$ cat config.mk
export PLATFORM = sky130hd
export DESIGN_NAME = count_arbiter
export DESIGN_NICKNAME = d
export VERILOG_FILES = /design/src/rtl/count_arbiter.sv
export SDC_FILE = /design/constraint.sdc
export NUM_CORES = 1
export LEC_CHECK = 0
export CORE_MARGIN = 10
export CORE_UTILIZATION = 50
export CTS_BUF_LIST = sky130_fd_sc_hd__clkbuf_8
export CTS_CLUSTER_SIZE = 24
export DETAILED_ROUTE_END_ITERATION = 12
export HOLD_SLACK_MARGIN = 0.03
export PLACE_DENSITY_LB_ADDON = 0.25
export SYNTH_ARGS = -nofsm -noshare
export SYNTH_HDL_FRONTEND = slang
export SYNTH_SLANG_ARGS = --single-unit
$ cat constraint.sdc
create_clock -name clk -period 2.2 [get_ports clk]
set_input_delay 0.44 -clock clk [delete_from_list [all_inputs] [get_ports clk]]
set_output_delay 0.44 -clock clk [all_outputs]
set_load 0.02 [all_outputs]
$ cat src/rtl/count_arbiter.sv
// Two-requester round-robin arbiter that lends a shared even counter to one
// owner for a burst of len steps, then pulses done and rests one idle cycle.
module count_arbiter #(
    parameter int WIDTH = 3
) (
    input  logic             clk,
    input  logic             reset,
    input  logic [1:0]       req,
    input  logic [2:0]       len0,
    input  logic [2:0]       len1,
    output logic [1:0]       grant,
    output logic [WIDTH-1:0] count,
    output logic             busy,
    output logic             done
);

    // Handshake: req[i] is a level request that must stay high for the whole
    // burst; grant is the registered one-hot answer. Dropping req[owner]
    // while granted aborts the burst on the next edge without a done pulse.

    typedef enum logic [1:0] {
        IDLE = 2'd0,
        RUN  = 2'd1,
        DONE = 2'd2
    } state_t;

    state_t           state_q, state_d;
    logic [1:0]       grant_q, grant_d;
    logic [WIDTH-1:0] count_q, count_d;
    logic [3:0]       rem_q, rem_d;
    logic             lp_q, lp_d;
    logic             done_q, done_d;

    logic             win;
    logic [2:0]       win_len;
    logic             owner;

    // On contention the requester that did not own the counter last wins.
    assign win     = (req == 2'b11) ? ~lp_q : req[1];
    assign win_len = win ? len1 : len0;
    assign owner   = grant_q[1];

    always_comb begin
        state_d = state_q;
        grant_d = grant_q;
        count_d = count_q;
        rem_d   = rem_q;
        lp_d    = lp_q;
        done_d  = done_q;
        case (state_q)
            IDLE: begin
                if (req != 2'b00) begin
                    state_d = RUN;
                    grant_d = win ? 2'b10 : 2'b01;
                    count_d = '0;
                    rem_d   = (win_len == 3'd0) ? 4'd8 : {1'b0, win_len};
                    lp_d    = win;
                end
            end
            RUN: begin
                if (!req[owner]) begin
                    state_d = IDLE;
                    grant_d = 2'b00;
                    count_d = '0;
                end else if (rem_q > 4'd1) begin
                    count_d = count_q + WIDTH'(2);
                    rem_d   = rem_q - 4'd1;
                end else begin
                    state_d = DONE;
                    grant_d = 2'b00;
                    done_d  = 1'b1;
                end
            end
            DONE: begin
                state_d = IDLE;
                done_d  = 1'b0;
                count_d = '0;
            end
            default: begin
                state_d = IDLE;
                grant_d = 2'b00;
                count_d = '0;
                done_d  = 1'b0;
            end
        endcase
    end

    // lp resets to 1 so requester 0 wins the first contention.
    always_ff @(posedge clk or negedge reset) begin
        if (!reset) begin
            state_q <= IDLE;
            grant_q <= 2'b00;
            count_q <= '0;
            rem_q   <= 4'd0;
            lp_q    <= 1'b1;
            done_q  <= 1'b0;
        end else begin
            state_q <= state_d;
            grant_q <= grant_d;
            count_q <= count_d;
            rem_q   <= rem_d;
            lp_q    <= lp_d;
            done_q  <= done_d;
        end
    end

    assign grant = grant_q;
    assign count = count_q;
    assign busy  = (state_q != IDLE);
    assign done  = done_q;

endmodule

==> flow_summary.ini <==
[detailed_routing]
routed_wl_um = 1720
detail-route-antenna-nets = 0
dr.pass1.iters = 4
wire_per_inst_um = 15.9
vias = 642
drt_iter0_drc = 23
via_per_inst = 5.94
drc = 0

[floorplan]
num_rows = 13
ios = 17
core_area_sq_mm = 0.00133
dieWidth_um = 58.1
die_area_sq_mm = 0.00338
initial_core_util_pct = 54.4
die_h_um = 58.1

[cells_and_area]
ff_latch_area_sq_um = 302
final_common_cell = clkdlybuf4s50_1
num-fill-cells = 108
final_cell_mix = clkdlybuf4s50_1, dfrtp_1, nor2_1
diodes = 0
syn2layout_area_growth_pct = 32.4
stdcell_count = 108
post-route-util_pct = 72.0
layout-drive-gt1-share_pct = 15.1
fin_nets = 106
multiInputGateArea_sq_um = 394

[job]
cap_violations = 0

[worst_setup_path]
critPathLaunchType = register
worstSetupStartpoint = state_q[1]$_DFFE_PN0P_
cp-end-kind = output port
worst-endpoint-arrival_ns = 1.46
path_cells = nor2_1 > inv_1 > clkdlybuf4s50_1
critPathTopFamily = buffers and inverters
path_max_fanout = 4
required_ns = 1.76
crit_buf_inv = 2
regToRegStartpoint = rem_q[0]$_DFFE_PN0P_
worstSetupPathType = register to output port
cp_slowest_cell = clkdlybuf4s50_1
critPathMaxStageDelay_ns = 0.55

[cts]
cts_max_path_buffers = 2
htreeDepth = 1
cts_tree = yes
cts-root-buf = clkbuf_8
insertion_delay_ns = 0.25
hold_buffers = 0
cts.repair.resized = 0
clock-sinks = 12
cts_made_buffers = 3
postCtsSetupBuffers = 0
clk_pin_slew_worst_paths_ns = 0.05

[timing]
drv_slew = 0
setup_viol = 0
fmax_mhz = 527
max_slew_margin_pct = 62.9
rsz0062_at_grt = no
tns_ns = 0
hold_viol = 0
final.setup.worst_slack_ns = 0.302
fin_worst_skew_ns = 0.00687
hold_ws_ns = 0.494
final.min_clock_period_ns = 1.90
tightest_slew_ns = 0.555
period_share_pct = 86.3

[min_path]
hp-start = state_q[1]$_DFFE_PN0P_
hold_class = register to register

[place]
hpwl_um = 1350
placedCellCount = 104
dp_slack_ns = 0.112
numPortBuffers = 15
place_congestion = 0.841

[power_and_ir_drop]
powerDensity_mw_per_mm2 = 1490
leakage_nw = 0.419
max-vdd-ir-drop_mv = 0.905

[yosys]
yosys_warnings = 0
syn_avg_cell_area_sq_um = 9.94
ys_seq_area_share_pct = 41.6
synth_top_cell_area_share_pct = 37.9
synth_area_leader_cell = dfrtp_1
synth.ff_latch_count = 12
syn_inst = 73
synthTopCellsByArea = dfrtp_1, mux2i_1, dfstp_2, nor2_1, a21oi_1
synth_nets = 85
syn_area_sq_um = 726
yosysUniqueCellTypes = 33

[grt]
grt_max_degree = 14
grt_overflow = 0
grt_pass1_vias = 649
antenna_found_initial = 0
grt_usage_pct = 10.9
grt_pass1_wl_um = 2910

[run_status]
status = completed
[report_power, final]
part	switching, mW	internal, mW	leakage [nW]
clock	0.0882	0.158	0.0288
sequential	0.0955	0.335	0.148
combinational	0.386	0.366	0.243
[cells by family (layout without fill, tap and decap cells)]
logic type	count (synthesis)	in the layout	synth area share (%)
adders and majority gates	2	2	3.45
muxes	8	8	11.9
other	1	1	0.517
DFF	12	12	41.6
AOI/OAI and AO/OA	22	22	23.6
and+or+nand+nor	21	21	14.8
buffers and inverters	7	27	4.14
[final timing paths]
path / to / slack [ns] / cells past startpoint
max in group asynchronous: count[1]$_DFFE_PN0P_ / 1.28 / 1
min in group asynchronous: state_q[0]$_DFFE_PN0P_ / 0.55 / 1
worst min register to register: done$_DFFE_PN0P_ / 0.49 / 1
worst max register to register: rem_q[3]$_DFFE_PN0P_ / 0.44 / 6
worst min-delay path: done$_DFFE_PN0P_ / 0.49 / 1
worst max-delay path: busy / 0.30 / 3
[synthesized netlist by cell type]
cell type and number:
buf_4 1, o221ai_1 1, mux2_2 1, o2bb2ai_1 2, nor3_1 2, mux2_4 1, dfrtp_1 11, o21a_4 1
nand2b_1 1, mux2i_1 6, a21oi_1 5, or3_1 2, nor4_1 2, o221a_2 1, nor2_1 7, a22o_1 1
nand2_1 3, and4_1 1, ha_1 2, inv_1 5, or4_1 1, o22a_1 2, a221o_1 1, nor3b_1 1
a21boi_2 1, o21ai_0 2, dfstp_2 1, o211ai_1 1, conb_1 1, a31oi_1 3, clkbuf_1 1, nand3_1 1
o31a_2 1
[state kept, by name (all words and copies together) (netlist names)]
register / flops
lp_q: 1
done: 1
count: 2
state_q: 2
grant: 2
rem_q: 4
[worst register-to-register path, stage by stage (launching register included)]
cell	delay [ns]
dfrtp_1	0.42
inv_1	0.08
ha_1	0.18
nor2_1	0.08
o31a_2	0.32
o21a_4	0.23
a221o_1	0.33
[stage by stage]
| step | instance area (sq um) | total power [mW] |
|---|---|---|
| 2_1_floorplan | 726 | 0.927 |
| 3_3_place_gp | 906 | 1.17 |
| 3_5_place_dp | 906 | 1.18 |
| 4_1_cts | 961 | 1.43 |
| 5_1_grt | 961 | 1.54 |
| 6_report | 961 | 1.43 |
[layout make-up]
| cell class | count | share of cell area [%] |
|---|---|---|
| Multi-Input combinational cell | 54 | 41.0 |
| Sequential cell | 12 | 31.4 |
| Timing Repair Buffer | 18 | 18.0 |
| Clock buffer | 4 | 5.73 |
| Inverter | 5 | 1.95 |
| Tap cell | 15 | 1.95 |
[layer usage]
layer	track usage (%)	share of wire (%)	wire, um
met1	13.6	47	799
met2	15.2	45	769
met3	4.14	6.2	106
met4	7.05	2.4	42
met5	0	0	0
Note: power is estimated with default switching activity, not from simulation.
